$ cat config.mk
export PLATFORM = sky130hd
export DESIGN_NAME = writeback_unit
export DESIGN_NICKNAME = d
export VERILOG_FILES = /design/src/rtl/riscv_pkg.sv /design/src/rtl/writeback_unit_load_align.sv /design/src/rtl/writeback_unit.sv
export SDC_FILE = /design/constraint.sdc
export NUM_CORES = 1
export LEC_CHECK = 0
export BUFFER_PORTS_ARGS = -buffer_cell sky130_fd_sc_hd__buf_2
export CORE_MARGIN = 10
export CORE_UTILIZATION = 30
export CTS_BUF_LIST = sky130_fd_sc_hd__clkbuf_4
export CTS_CLUSTER_SIZE = 16
export DETAILED_ROUTE_END_ITERATION = 12
export SYNTH_ARGS = -nofsm -noshare
export SYNTH_HDL_FRONTEND = slang
export SYNTH_SLANG_ARGS = --single-unit
$ cat constraint.sdc
create_clock -name clk -period 3.9 [get_ports clk]
set_input_delay 0.78 -clock clk [delete_from_list [all_inputs] [get_ports clk]]
set_output_delay 0.78 -clock clk [all_outputs]
set_load 0.01 [all_outputs]
$ cat src/rtl/riscv_pkg.sv
// -----------------------------------------------------------------------------
// riscv_pkg
//   Shared definitions for the writeback stage: datapath width, result-source
//   encoding, load funct3 encodings and the writeback FSM state type.
// -----------------------------------------------------------------------------
package riscv_pkg;

   localparam int XLEN = 32;

   // 2'b11 is reserved and is handled as RES_ALU by the result mux.
   typedef enum logic [1:0] {
      RES_ALU  = 2'b00,
      RES_LOAD = 2'b01,
      RES_PC4  = 2'b10
   } result_src_t;

   localparam logic [2:0] F3_LB  = 3'b000;
   localparam logic [2:0] F3_LH  = 3'b001;
   localparam logic [2:0] F3_LW  = 3'b010;
   localparam logic [2:0] F3_LBU = 3'b100;
   localparam logic [2:0] F3_LHU = 3'b101;

   // IDLE: no response pending; WAIT: load in W, data not yet returned;
   // HOLD: data returned while W was held externally, kept in the buffer.
   typedef enum logic [1:0] {
      WB_IDLE = 2'b00,
      WB_WAIT = 2'b01,
      WB_HOLD = 2'b10
   } wb_state_t;

endpackage

$ cat src/rtl/writeback_unit_load_align.sv
// -----------------------------------------------------------------------------
// load_align
//   Combinational load data aligner. Picks the addressed byte or halfword out
//   of a raw 32-bit memory word and sign- or zero-extends it, and flags
//   halfword/word accesses that are not naturally aligned.
// Ports
//   word_i        raw 32-bit word returned by data memory
//   offset_i      byte offset within the word (load address bits [1:0])
//   funct3_i      load size/sign encoding
//   data_o        aligned, extended load result
//   misaligned_o  LH/LHU with offset[0]=1, or LW with offset!=0
// -----------------------------------------------------------------------------
module load_align
   import riscv_pkg::*;
(
   input  logic [XLEN-1:0] word_i,
   input  logic [1:0]      offset_i,
   input  logic [2:0]      funct3_i,
   output logic [XLEN-1:0] data_o,
   output logic            misaligned_o
);

   logic [7:0]  byte_sel;
   logic [15:0] half_sel;

   // NOTE: every output of a combinational block gets a default on entry;
   // a path that leaves one unassigned would infer a latch.
   always_comb begin
      byte_sel     = word_i[{offset_i, 3'b000} +: 8];
      half_sel     = offset_i[1] ? word_i[31:16] : word_i[15:0];
      data_o       = word_i;
      misaligned_o = 1'b0;
      case (funct3_i)
         F3_LB:  data_o = {{24{byte_sel[7]}}, byte_sel};
         F3_LBU: data_o = {24'b0, byte_sel};
         F3_LH: begin
            data_o       = {{16{half_sel[15]}}, half_sel};
            misaligned_o = offset_i[0];
         end
         F3_LHU: begin
            data_o       = {16'b0, half_sel};
            misaligned_o = offset_i[0];
         end
         F3_LW:   misaligned_o = (offset_i != 2'b00);
         default: data_o = word_i;
      endcase
   end

endmodule

$ cat src/rtl/writeback_unit.sv
// -----------------------------------------------------------------------------
// writeback_unit
//   MEM/WB pipeline register plus writeback. Captures the MEM-stage
//   instruction, waits for a variable-latency load response (stalling the pipe
//   meanwhile), selects the result and issues one register-file write per
//   retired instruction. Also counts retired instructions.
// Ports
//   clk, rst              clock, synchronous active-high reset
//   valid_m .. pc_plus4_m MEM-stage instruction fields
//   mem_rvalid/mem_rdata  data-memory read response (1-cycle pulse)
//   stall_in, flush_w     external hold / kill of the W stage
//   reg_write_w, rd_w,
//   result_w              register-file write port
//   stall_req             W cannot retire; upstream must hold
//   misaligned_w          load in W is misaligned (retires, no write)
//   retire, instret       retirement pulse and count
// -----------------------------------------------------------------------------
module writeback_unit #(
   parameter int XLEN      = riscv_pkg::XLEN,
   parameter int INSTRET_W = 64
) (
   input  logic                 clk,
   input  logic                 rst,
   input  logic                 valid_m,
   input  logic                 reg_write_m,
   input  logic [1:0]           result_src_m,
   input  logic [2:0]           funct3_m,
   input  logic [4:0]           rd_m,
   input  logic [XLEN-1:0]      alu_result_m,
   input  logic [XLEN-1:0]      pc_plus4_m,
   input  logic                 mem_rvalid,
   input  logic [XLEN-1:0]      mem_rdata,
   input  logic                 stall_in,
   input  logic                 flush_w,
   output logic                 reg_write_w,
   output logic [4:0]           rd_w,
   output logic [XLEN-1:0]      result_w,
   output logic                 stall_req,
   output logic                 misaligned_w,
   output logic                 retire,
   output logic [INSTRET_W-1:0] instret
);

   import riscv_pkg::*;

   logic                 valid_w_q;
   logic                 reg_write_w_q;
   logic [1:0]           result_src_w_q;
   logic [2:0]           funct3_w_q;
   logic [4:0]           rd_w_q;
   logic [XLEN-1:0]      alu_w_q;
   logic [XLEN-1:0]      pc4_w_q;
   wb_state_t            state_q;
   logic [XLEN-1:0]      buffer_q;
   logic [INSTRET_W-1:0] instret_q;
   logic [INSTRET_W-1:0] instret_d;

   logic                 is_load;
   logic                 data_ready;
   logic [XLEN-1:0]      load_word;
   logic [XLEN-1:0]      load_data;
   logic                 load_mis;

   assign is_load    = valid_w_q & (result_src_w_q == RES_LOAD);
   // A response arriving this cycle is usable immediately; HOLD means the
   // data already sits in the buffer.
   assign data_ready = ~is_load | mem_rvalid | (state_q == WB_HOLD);
   assign stall_req  = valid_w_q & ~data_ready;
   assign retire     = valid_w_q & data_ready & ~stall_in & ~flush_w;

   assign load_word  = (state_q == WB_HOLD) ? buffer_q : mem_rdata;

   load_align u_load_align (
      .word_i       (load_word),
      .offset_i     (alu_w_q[1:0]),
      .funct3_i     (funct3_w_q),
      .data_o       (load_data),
      .misaligned_o (load_mis)
   );

   assign misaligned_w = is_load & load_mis;
   // A misaligned load still retires but must not corrupt rd.
   assign reg_write_w  = retire & reg_write_w_q & (rd_w_q != 5'd0) & ~misaligned_w;
   assign rd_w         = rd_w_q;
   assign instret      = instret_q;
   assign instret_d    = instret_q + INSTRET_W'(1);

   always_comb begin
      result_w = alu_w_q;
      case (result_src_w_q)
         RES_LOAD: result_w = load_data;
         RES_PC4:  result_w = pc4_w_q;
         default:  result_w = alu_w_q;
      endcase
   end

   // W pipeline register. A flush only clears valid; the payload is
   // don't-care once valid is low.
   // NOTE: clocked state is always written with non-blocking assignments so
   // every register samples the pre-edge values of the others.
   always_ff @(posedge clk) begin
      if (rst) begin
         // NOTE: the payload is reset as well, not just valid, so every
         // output (including result_w and rd_w) reads zero out of reset.
         valid_w_q      <= 1'b0;
         reg_write_w_q  <= 1'b0;
         result_src_w_q <= 2'b00;
         funct3_w_q     <= 3'b000;
         rd_w_q         <= 5'd0;
         alu_w_q        <= '0;
         pc4_w_q        <= '0;
      end else if (flush_w) begin
         valid_w_q <= 1'b0;
      end else if (!(stall_req | stall_in)) begin
         valid_w_q      <= valid_m;
         reg_write_w_q  <= reg_write_m;
         result_src_w_q <= result_src_m;
         funct3_w_q     <= funct3_m;
         rd_w_q         <= rd_m;
         alu_w_q        <= alu_result_m;
         pc4_w_q        <= pc_plus4_m;
      end
   end

   // Load-response FSM; at most one load outstanding. A response seen in
   // IDLE with no load in W is simply dropped.
   always_ff @(posedge clk) begin
      if (rst) begin
         state_q  <= WB_IDLE;
         buffer_q <= '0;
      end else if (flush_w) begin
         state_q <= WB_IDLE;
      end else begin
         case (state_q)
            WB_IDLE: begin
               if (is_load && !mem_rvalid) begin
                  state_q <= WB_WAIT;
               end else if (is_load && mem_rvalid && stall_in) begin
                  state_q  <= WB_HOLD;
                  buffer_q <= mem_rdata;
               end
            end
            WB_WAIT: begin
               if (mem_rvalid && stall_in) begin
                  state_q  <= WB_HOLD;
                  buffer_q <= mem_rdata;
               end else if (mem_rvalid) begin
                  state_q <= WB_IDLE;
               end
            end
            WB_HOLD: begin
               if (!stall_in) state_q <= WB_IDLE;
            end
            default: state_q <= WB_IDLE;
         endcase
      end
   end

   always_ff @(posedge clk) begin
      if (rst) begin
         instret_q <= '0;
      end else if (retire) begin
         instret_q <= instret_d;
      end
   end

endmodule

* Word-level counts from Yosys, hierarchy flattened
Cells that the tools add are included.
** Cells by class
- $add $sub $neg :: 1
- Equality and inequality tests :: 14
- Shift operators :: 1
- Multiplexer cells :: 15
- Bitwise logic cells :: 18
- Reduce and logical (&&, ||, !) cells :: 15
** Operators with widths (number)
- 2-to-1 mux 32 bit :: 4
- case mux 32 bit (2 select lines) :: 2
- case mux 32 bit (4 select lines) :: 1
- adder 64 x 1 -> 64 bit, second input constant :: 1
- variable part select 32 x 6 -> 8 bit :: 1
- 2-to-1 mux 16 bit :: 1
- 2-to-1 mux 2 bit :: 5
- AND 1 bit :: 9
- != test 2 bit, second input constant :: 4
- equality test 3 bit, second input constant :: 2
- != test 3 bit, second input constant :: 2
- NOT 1 bit :: 6
- case mux 2 bit (3 select lines) :: 1
- AND reduction 5 bit :: 1
- nonzero test 5 bit :: 1
- equality test 2 x 1 -> 1 bit, second input constant :: 2
- equality test 2 bit, second input constant :: 2
- logical AND 1 bit :: 4
- nonzero test 2 bit :: 2
- OR reduction 2 bit :: 2
- equality test 3 x 1 -> 1 bit, second input constant :: 1
- equality test 3 x 2 -> 1 bit, second input constant :: 1
- logical NOT 3 bit :: 1
- bitwise OR 1 bit :: 3
- other kinds (5) :: 5
** Storage, ports and cells
- Bits in registers :: 174
- Output and inout port bits :: 105
- Logic and storage cells :: 74

* Logic depth before layout (Yosys ltp)
Gate-level depths: netlist of the first run.
- Word-level depth :: 11
- Depth in mapped cells :: 9
- Gate-level depth less buffers :: 7

* Modules after synthesis
A second synthesis of the first run with hierarchy kept.
** Second synthesis, totals
- Cell total of the unflattened synthesis :: 1158
- Area total of the unflattened synthesis :: 8838.5 µm²
** By module, submodules not included
- writeback_unit :: times used 1, cells an instance 1016, area an instance 7883.8 µm²
- load_align :: times used 1, cells an instance 142, area an instance 954.7 µm²

* Worst setup path before layout of the first run
OpenSTA, ideal clock, no wires.
- Kind :: input to output
- From :: input stall_in
- To :: output reg_write_w
- Arrival :: 2.098 ns
- Path slack :: 1.022 ns
- Stages on the path :: 4
- Buffers on the path :: 1
- Cell sequence :: or3b_4 a21oi_4 buf_1 nor3b_1
** Between the ends
- Cells in the longest elaborated chain, start to end :: 6
** Ends and longest elaborated chain
- from (decl) :: RTL line writeback_unit.sv:33 : input logic stall_in,
- NOT 1 bit :: RTL line writeback_unit.sv:69 : assign retire = valid_w_q & data_ready & ~stall_in & ~flush_w;
- AND 1 bit (2 in series) :: RTL line writeback_unit.sv:69
- net retire :: RTL line writeback_unit.sv:40 : output logic retire,
- AND 1 bit (3 in series) :: RTL line writeback_unit.sv:83 : assign reg_write_w = retire & reg_write_w_q & (rd_w_q != 5'd0) & ~misaligned_w;
- to (decl) :: RTL line writeback_unit.sv:35 : output logic reg_write_w,
The timed path passes the listed nets, and every way through them passes these cells.

* Final worst setup path of the first run
- From :: register result_src_w_q[0]
- To :: output result_w[21]
** Between the ends
- Cells in the longest elaborated chain, start to end :: 2
** Ends and longest elaborated chain
- from (decl) :: RTL line writeback_unit.sv:48 : logic [1:0] result_src_w_q;
- from (signal assigned) :: RTL line writeback_unit.sv:117 : result_src_w_q <= result_src_m;
- equality test 2 bit or equality test 2 x 1 -> 1 bit (tied branches) :: RTL line writeback_unit.sv:90 : case (result_src_w_q)
- case mux 32 bit (2 select lines) * :: RTL line writeback_unit.sv:90
- to (decl) :: RTL line writeback_unit.sv:37 : output logic [XLEN-1:0] result_w,
Mark *: on every way between the ends. The rest lies on a longest branch, timed or not.

==> results of run 1 <==
==> final cells by class <==
| class | instances | share of cell area [%] |
|---|---|---|
| multi-input combinational | 826 | 46.4 |
| sequential | 174 | 33.5 |
| tap | 384 | 4.61 |
| clock buffer | 17 | 1.23 |
| antenna | 6 | 0.144 |
| inverter | 18 | 0.649 |
| clock inverter | 15 | 1.67 |
| timing repair buffer | 237 | 11.9 |
==> flip-flops by register name (all words and copies together) (netlist names), 2 cells and up <==
signal,cells
result_src_w_q,2
state_q,2
funct3_w_q,3
buffer_q,32
rd_w,5
instret,64
pc4_w_q,32
alu_w_q,32
==> through the flow <==
step                      hold slack (ns)  instances  total power (W)
after floorplan                     0.422       1097          0.00207
after global placement              0.442       1639          0.00224
after detailed placement            0.447       1639          0.00224
after CTS                           0.328       1671          0.00334
after global routing                0.331       1673          0.00345
final                               0.389       1677          0.00330
==> cells in the final DEF, fill, tap and decap left out, drive strengths merged, types with 4 or more instances in the layout <==
cell type,Yosys,layout
buf,24,237
nand2,227,227
dfxtp,174,174
a21oi,153,153
nor2,88,88
mux2i,69,69
or4,31,31
o31ai,29,29
nand3,28,28
o21ai,27,27
inv,18,24
o211ai,22,22
nand4,19,19
clkbuf,55,17
or3,17,17
and3,10,10
xor2,10,10
a221o,8,8
nor4,8,8
nor3,8,8
clkinv,0,8
a221oi,7,7
a22oi,7,7
diode,0,6
xnor2,6,6
a22o,5,5
a211o,4,4
nand2b,4,4
==> metal layers <==
layer  up-vias  part of all wire [%]
li1       4288                     -
met1      4167                    42
met2       317                    46
met3        52                   9.6
met4         4                   2.4
met5         -                  0.26
==> worst paths after layout <==
check / endpoint / slack [ns] / cells after the start
max: result_w[21] / 0.25 / 7
max reg2reg: instret[39]$_SDFFE_PP0P_ / 1.19 / 7
min reg2reg: pc4_w_q[25]$_SDFFE_PP0P_ / 0.47 / 2
min: pc4_w_q[28]$_SDFFE_PP0P_ / 0.39 / 3
==> logic make-up (layout without fill, tap and decap cells) <==
kind of cell	count (synthesis)	in the layout
other cells	0	6
flops	174	174
simple gates	459	459
xor+xnor	16	16
buf+inv	97	287
fa+ha+maj	3	3
mux	74	74
compound gates	274	274
==> worst min-delay path, cell delays in order <==
cell	delay [ns]
buf_2	0.09
nand2_1	0.04
a21oi_1	0.05
==> repair_timing <==
item                                    4_1_cts  5_1_grt
resized for setup                             1        2
hold endpoints to repair                      0        0
endpoints found under the setup margin       16        5
==> where the power goes <==
group / leakage [nW] / internal, W / switching, W
logic: 2.54 / 0.000134 / 0.000231
registers: 1.41 / 0.00182 / 0.0000268
clock network: 0.158 / 0.000300 / 0.000796
total: 4.11 / 0.00225 / 0.00105
==> impl_metrics.csv, run 1 <==
group,metric,value,unit
setup_path,crit_path_start_kind,"register",
sta,finalHoldViolCount,0,
setup_path,critPathBufInv,3,
final_layout,area_growth,20.0,%
setup_path,endpoint_kind,"output pin",
clock_tree,cts.path.max_buffers,2,
placement,dpl.hpwl,23.7,mm
sta,rsz0062_at_grt,"no",
floorplanning,io_pins,218,
synth,yosysTopAreaCell,"dfxtp_1",
routing,drcViolationCount,0,
final_layout,nNetsFinal,1390,
sta,maxSlewViolCount,0,
setup_path,crit_start,"result_src_w_q[0]$_SDFFE_PP0P_",
floorplanning,dieArea,0.0361,mm^2
synth,yosys-top-cells-area,"dfxtp_1, nand2_1, a21oi_1, mux2i_1, nor2_1",
grt,use_met2,26.3,%
routing,via_count,8828,
synth,syn_inst,1097,
pwr,max-vdd-ir-drop,0.138,mV
routing,drtIter0Drc,752,
grt,use_met3,6.52,%
final_layout,stdcell_area,0.0104,mm^2
sta,tightest_slew,1.00,ns
setup_path,worstSetupPathType,"register to output pin",
grt,grt_pass1_vias,8336,
final_layout,fillers,3081,
floorplanning,coreArea,0.0286,mm^2
setup_path,crit_slowest_cell,"or4_4",
run,max_cap_violations,0,
sta,fin_crit,3.65,ns
synth,yosys.area_share.simple,25.1,%
setup_path,reg2reg_from,"result_src_w_q[1]$_SDFFE_PP0P_",
synth,synth_compound_area_share,19.4,%
floorplanning,die_w,190,um
routing,routed_via_density,5.26,
clock_tree,clock-sinks,174,
synth,synth_ff_type,"dfxtp_1",
grt,grt-ovfl-total,0,
routing,drtPass1Iterations,5,
clock_tree,clock_latency,0.59,ns
floorplanning,fp.dieH,190,um
final_layout,multiInputGateArea,0.00483,mm^2
hold_path,hp-class,"primary input to register",
final_layout,drive_gt1_share,23.2,%
setup_path,cpPeakStageDelay,0.59,ns
clock_tree,cts-root-buf,"clkbuf_4",
pwr,p_per_area,317,mW/mm^2
synth,synth_edf_count,0,
routing,wl_per_cell,19.0,um
synth,synth.most_common_cell,"nand2_1",
sta,tns,0,ns
grt,grt_pass1_wl,47.4,mm
synth,synth-xor-area-share,1.61,%
floorplanning,row_count,62,
final_layout,seq_area,0.00348,mm^2
synth,syn_avg_cell_area,7.91,um^2
routing,antenna_left,0,
grt,grt_usage,16.6,%
clock_tree,htree_num_levels,4,
clock_tree,path_clk_slew,0.20,ns
synth,synth_top_family_by_area,"simple AND/OR/NAND/NOR gates",
setup_path,crit_required,3.12,ns
final_layout,finalCoreUtilization,36.4,%
sta,layout_setup_ws,0.250,ns
grt,gr-usage-met1,20.1,%
grt,grt_max_degree,82,
run_status,status,"finished, final reports clean",
grt,busiest_layer,"met2",
sta,clock_skew,0.0414,ns
synth,synth_area,0.00868,mm^2
clock_tree,cts_hold_buf,0,
synth,yosys.area_share.adder,0.433,%
sta,slew_headroom,33.2,%
routing,wl,31.8,mm
placement,port_buffers,217,
synth,synth_cell_types,53,
clock_tree,post_cts_buffers,0,
sta,setup_violations,0,
setup_path,crit_fanout,24,
synth,yosysWarnings,0,
floorplanning,start_util,30.3,%
placement,globalplace.congestion,0.925,
setup_path,crit_family,"simple AND/OR/NAND/NOR gates",
hold_path,hold_path_startpoint,"pc_plus4_m[28]",
setup_path,crit_chain,"inv_1 > ha_2 > nand2b_1 > buf_4 > or4_4 > o211ai_1 > buf_2",
synth,muxShareOfSynthArea,8.87,%
grt,antenna_found_initial,7,
pwr,leakagePower,4.11,nW
synth,ys_ff_latch,174,
synth,yosys-top-cells-count,"nand2_1, dfxtp_1, a21oi_1, nor2_1, mux2i_1",
sta,timing.final.crit_share,93.6,%
sta,fmax,0.274,GHz
synth,async_flop_share,0,%
clock_tree,cts_tree,"yes",
synth,synth_nets,1213,
placement,post-place-ws,0.526,ns
clock_tree,numCtsBuffers,17,
synth,yosys.area.top_type_share,40.1,%
placement,placed_area,0.0101,mm^2
setup_path,arrival,2.87,ns
synth,seq_area_frac_synth,40.1,%
Note: power is estimated with default switching activity, not from simulation.
==> run 2: changes to the inputs <==
--- a/config.mk
+++ b/config.mk
@@ -7,10 +7,11 @@
 export LEC_CHECK = 0
 export BUFFER_PORTS_ARGS = -buffer_cell sky130_fd_sc_hd__buf_2
 export CORE_MARGIN = 10
-export CORE_UTILIZATION = 30
+export CORE_UTILIZATION = 55
 export CTS_BUF_LIST = sky130_fd_sc_hd__clkbuf_4
 export CTS_CLUSTER_SIZE = 16
 export DETAILED_ROUTE_END_ITERATION = 12
+export PLACE_DENSITY = 0.82
 export SYNTH_ARGS = -nofsm -noshare
 export SYNTH_HDL_FRONTEND = slang
 export SYNTH_SLANG_ARGS = --single-unit
==> constraint.sdc (replaced) <==
create_clock -name clk -period 3.79 [get_ports clk]
set_input_delay 0.758 -clock clk [delete_from_list [all_inputs] [get_ports clk]]
set_output_delay 0.758 -clock clk [all_outputs]
set_load 0.01 [all_outputs]
==> run 2 against run 1 <==
Against the previous run: final area is 1.5% lower; sequential share of layout area grew 0.52 points; routed wire length is 15% lower; die area decreased by 41%; first-iteration DRC count decreased by 8.5%; combinational power barely moved; via count fell by 0.11%; non-clock buffer count is 3 lower; critical path depth is 1 lower; count of clock-buffer cells in the layout unchanged; clock skew fell by 0.025 ns.
==> impl_metrics.csv, run 2 (synthesis gave the netlist of run 1 again) <==
group,metric,value,unit
sta,tightest_slew,1.00,ns
placement,dpl.hpwl,20.0,mm
pwr,swShare,26.2,%
setup_path,crit_chain,"nand2b_2 > mux4_2 > a22oi_2 > o21ai_0 > a221o_1 > buf_2",
final_layout,nNetsFinal,1387,
clock_tree,path_clk_slew,0.15,ns
sta,timing.final.crit_share,94.3,%
routing,wl_per_cell,18.1,um
pwr,p_per_area,343,mW/mm^2
clock_tree,numCtsBuffers,17,
setup_path,crit_slowest_cell,"mux4_2",
clock_tree,clock_latency,0.55,ns
pwr,p_comb_share,10.4,%
setup_path,arrival,2.82,ns
routing,drtPass1Iterations,6,
run_status,status,"finished, final reports clean",
final_layout,stdcell_area,0.0103,mm^2
grt,grt_max_degree,89,
final_layout,largest_reg_flops,64,
sta,clock_skew,0.0167,ns
sta,fin_crit,3.57,ns
clock_tree,clock-sinks,174,
final_layout,stdcell_count,1497,
floorplanning,dieArea,0.0212,mm^2
grt,grt_pass1_vias,8123,
placement,post-place-cells,1463,
placement,placed_area,0.00990,mm^2
pwr,max-vdd-ir-drop,0.287,mV
pwr,intPower,0.00260,W
final_layout,seq_area,0.00348,mm^2
final_layout,final_cell_mix,"nand2_1, buf_2, dfxtp_1",
clock_tree,cts-root-buf,"clkbuf_4",
floorplanning,die_w,146,um
pwr,leakagePower,4.13,nW
final_layout,final_common_cell,"nand2_1",
final_layout,area_growth,18.2,%
sta,setup_violations,0,
setup_path,cpPeakStageDelay,0.60,ns
routing,antenna_left,0,
run,max_cap_violations,0,
routing,routed_via_density,5.89,
clock_tree,cts_hold_buf,0,
floorplanning,start_util,56.7,%
setup_path,worstSetupPathType,"register to output pin",
final_layout,drive_gt1_share,22.9,%
setup_path,crit_path_start_kind,"register",
clock_tree,cts_tree,"yes",
floorplanning,coreArea,0.0153,mm^2
pwr,p_sw,0.000924,W
floorplanning,fp.dieH,146,um
sta,fmax,0.280,GHz
routing,drcViolationCount,0,
routing,wl,27.2,mm
grt,antenna_found_initial,5,
grt,grt_usage,24.4,%
setup_path,reg2reg_setup_slack,1.18,ns
grt,grt_pass1_wl,43.3,mm
clock_tree,cts.path.max_buffers,2,
sta,tns,0,ns
setup_path,crit_required,3.03,ns
placement,globalplace.congestion,0.951,
sta,maxSlewViolCount,0,
sta,slew_headroom,33.2,%
routing,via_count,8818,
routing,drtIter0Drc,688,
sta,rsz0062_at_grt,"no",
clock_tree,htree_num_levels,4,
setup_path,endpoint_kind,"output pin",
grt,grt-ovfl-total,0,
floorplanning,row_count,45,
final_layout,fillers,1378,
sta,finalHoldViolCount,0,
floorplanning,io_pins,218,
hold_path,hp-class,"primary input to register",
final_layout,multiInputGateArea,0.00482,mm^2
setup_path,crit_fanout,9,
pwr,seqPwrFrac,53.8,%
pwr,power.share.clock,35.9,%
placement,port_buffers,217,
[run 2: area by class of cell]
class / count / share of cell area, %
Multi-Input combinational cell: 826 / 47.0
Clock inverter: 13 / 2.09
Sequential cell: 174 / 34.0
Clock buffer: 17 / 1.24
Antenna cell: 4 / 0.0976
Inverter: 18 / 0.659
Timing Repair Buffer: 234 / 12.3
Tap cell: 211 / 2.57
[run 2: per-layer routing]
metal	global-route usage [%]	up-vias	routed length, um
li1	-	4266	-
met4	9.40	0	783
met1	30.9	4135	11300
met2	38.1	373	12700
met5	0	-	0
met3	7.61	44	2370
[run 2: timing repair]
item / 4_1_cts / 5_1_grt
setup buffers: 0 / 0
resized for setup: 0 / 2
hold endpoints to repair: 0 / 0
setup endpoints to repair: 0 / 7
[run 2: worst paths after layout]
check                                                 to  cells after the start                           start
worst max-delay path                        result_w[10]                      6         state_q[0]$_SDFFE_PP0P_
worst min-delay path             alu_w_q[3]$_SDFFE_PP0P_                      3                 alu_result_m[3]
worst max register to register  instret[44]$_SDFFE_PP0P_                      7  result_src_w_q[1]$_SDFFE_PP0P_
worst min register to register  alu_w_q[22]$_SDFFE_PP0P_                      2        alu_w_q[22]$_SDFFE_PP0P_
[run 2: critical path: cells and delay by family, from the launching register on]
| family | cells | cell delay [ns] |
|---|---|---|
| flops | 1 | 0.35 |
| mux | 1 | 0.60 |
| buf+inv | 1 | 0.14 |
| compound gates | 3 | 0.86 |
| simple gates | 1 | 0.31 |
[run 2: power by group through the flow]
stage                     clock, W  sequential (W)  combinational [W]
final                      0.00126         0.00189           0.000366
after global routing       0.00135         0.00190           0.000398
after CTS                  0.00129         0.00189           0.000360
after detailed placement         0         0.00193           0.000358
after global placement           0         0.00193           0.000356
after floorplan                  0         0.00192           0.000207
[run 2: per-stage QoR]
step           setup slack, ns  power (W)  hold WS, ns  util (%)
2_1_floorplan            0.956    0.00213        0.422         -
3_3_place_gp             0.647    0.00229        0.442      64.6
3_5_place_dp             0.632    0.00229        0.447      64.6
4_1_cts                  0.110    0.00354        0.374      66.9
5_1_grt                 0.0140    0.00365        0.364      67.0
6_report                 0.215    0.00352        0.415      67.0
==> run 3: changes to the inputs <==
--- a/config.mk
+++ b/config.mk
@@ -12,6 +12,7 @@
 export CTS_CLUSTER_SIZE = 16
 export DETAILED_ROUTE_END_ITERATION = 12
 export PLACE_DENSITY = 0.82
+export REMOVE_ABC_BUFFERS = 1
 export SYNTH_ARGS = -nofsm -noshare
 export SYNTH_HDL_FRONTEND = slang
 export SYNTH_SLANG_ARGS = --single-unit
==> run 3 against run 2 <==
Against the previous run: utilization decreased by 0.60 points; count of clock-buffer cells in the layout unchanged; worst setup slack got worse by 0.026 ns; critical path type unchanged; largest cell class unchanged; highest routed layer is now met5.
==> impl_metrics.csv, run 3 (synthesis gave the netlist of run 1 again) <==
group,metric,value,unit
setup_path,worstSetupPathType,"register to output pin",
setup_path,endpoint_kind,"output pin",
setup_path,crit_path_start_kind,"register",
sta,maxSlewViolCount,0,
final_layout,seq_area,0.00348,mm^2
sta,setup_violations,0,
setup_path,crit_chain,"nand2b_2 > mux4_2 > a22oi_2 > o21ai_0 > a221o_1 > buf_2",
final_layout,final_common_cell,"nand2_1",
clock_tree,post_cts_resize_count,0,
setup_path,crit_family,"compound AO/OA/AOI/OAI gates",
floorplanning,dieArea,0.0212,mm^2
sta,tns,0,ns
sta,fin_crit,3.60,ns
hold_path,hold_path_startpoint,"pc_plus4_m[9]",
placement,dpl.hpwl,18.9,mm
clock_tree,numCtsBuffers,17,
pwr,p_per_area,325,mW/mm^2
setup_path,critPathBufInv,1,
pwr,p_comb_share,10.8,%
setup_path,crit_start,"state_q[0]$_SDFFE_PP0P_",
final_layout,largest_reg_flops,64,
sta,clock_skew,0.0186,ns
placement,globalplace.congestion,0.879,
routing,routed_via_density,5.85,
setup_path,reg2reg_from,"instret[33]$_SDFFE_PP0P_",
sta,layout_setup_ws,0.189,ns
clock_tree,clock-sinks,174,
setup_path,reg2reg_setup_slack,1.33,ns
grt,grt_max_degree,76,
pwr,seqPwrFrac,57.3,%
routing,drcViolationCount,0,
grt,grt-ovfl-total,0,
routing,antenna_left,0,
floorplanning,die_w,146,um
floorplanning,start_util,56.7,%
pwr,max-vdd-ir-drop,0.187,mV
routing,wl_per_cell,17.9,um
placement,port_buffers,217,
routing,drtPass1Iterations,6,
floorplanning,row_count,45,
clock_tree,htree_num_levels,4,
routing,wl,26.8,mm
clock_tree,post_cts_buffers,0,
grt,antenna_found_initial,7,
sta,tightest_slew,1.06,ns
setup_path,cpPeakStageDelay,0.55,ns
sta,finalHoldViolCount,0,
clock_tree,cts.path.max_buffers,2,
grt,grt_pass1_wl,42.5,mm
sta,timing.final.crit_share,95.0,%
run_status,status,"finished, final reports clean",
setup_path,crit_required,3.03,ns
sta,rsz0062_at_grt,"no",
hold_path,hp-class,"primary input to register",
sta,fmax,0.278,GHz
setup_path,arrival,2.84,ns
pwr,intPower,0.00239,W
grt,grt_pass1_vias,8339,
clock_tree,cts_hold_buf,0,
pwr,p_sw,0.000913,W
final_layout,fillers,1354,
clock_tree,cts-root-buf,"clkbuf_4",
final_layout,drive_gt1_share,22.8,%
floorplanning,coreArea,0.0153,mm^2
sta,fin_hold_ws,0.393,ns
final_layout,multiInputGateArea,0.00483,mm^2
routing,via_count,8778,
final_layout,finalCoreUtilization,66.4,%
clock_tree,clock_latency,0.57,ns
routing,drtIter0Drc,699,
floorplanning,fp.dieH,146,um
pwr,swShare,27.6,%
clock_tree,path_clk_slew,0.15,ns
floorplanning,io_pins,218,
pwr,leakagePower,4.07,nW
placement,post-place-ws,0.415,ns
final_layout,area_growth,17.1,%
clock_tree,cts_tree,"yes",
sta,slew_headroom,29.2,%
grt,grt_usage,23.9,%
setup_path,crit_slowest_cell,"mux4_2",
final_layout,final_cell_mix,"nand2_1, buf_2, dfxtp_1",
final_layout,nNetsFinal,1386,
run,max_cap_violations,0,
setup_path,crit_fanout,8,
pwr,power.share.clock,31.9,%
## run 3: cell count changes in the layout (fill, tap and decap cells not counted), sizes merged
| cell | delta |
|---|---|
| clkinvlp | +6 |
| bufinv | -3 |
| inv | -3 |
| clkinv | +2 |
| diode | +2 |
| buf | -1 |
## run 3: power by group through the flow
| stage | sequential [W] | clock, W | combinational [W] |
|---|---|---|---|
| 2_1_floorplan | 0.00193 | 0 | 0.000170 |
| 3_3_place_gp | 0.00193 | 0 | 0.000349 |
| 3_5_place_dp | 0.00193 | 0 | 0.000354 |
| 4_1_cts | 0.00189 | 0.00107 | 0.000355 |
| 5_1_grt | 0.00190 | 0.00114 | 0.000392 |
| 6_report | 0.00189 | 0.00105 | 0.000358 |
## run 3: worst min-delay path, stage by stage
cell and delay, ns:
buf_2 0.09, nand2_1 0.04, a21oi_1 0.05
## run 3: worst paths after layout
path,endpoint,cells after the start
min reg2reg,pc4_w_q[6]$_SDFFE_PP0P_,2
max reg2reg,instret[59]$_SDFFE_PP0P_,5
max,result_w[9],6
min,pc4_w_q[9]$_SDFFE_PP0P_,3
## run 3: metal layers
layer  wire length (um)  up-vias  part of all wire (%)  GRT usage [%]
met5                 34        -                  0.13              0
met4                651        4                   2.4           7.84
met3               2350       49                   8.8           8.29
met2              12800      362                    48           38.9
met1              11000     4086                    41           28.9
li1                   -     4277                     -              -
## run 3: final cells by class
cell class | instances | share of cell area [%]
flip-flops and latches | 174 | 34.3
inverters | 18 | 0.665
multi-input cells | 826 | 47.5
diodes | 6 | 0.148
repair buffers | 233 | 12.1
clock buffers | 17 | 1.26
well taps | 211 | 2.60
clock inverters | 15 | 1.46
## run 3: through the flow
step / total power [W] / area (um^2) / std cells
floorplan: 0.00210 / 8360 / 1018
global placement: 0.00228 / 9870 / 1462
detailed placement: 0.00228 / 9870 / 1462
CTS: 0.00331 / 10100 / 1494
global route: 0.00343 / 10200 / 1496
finish: 0.00330 / 10200 / 1500
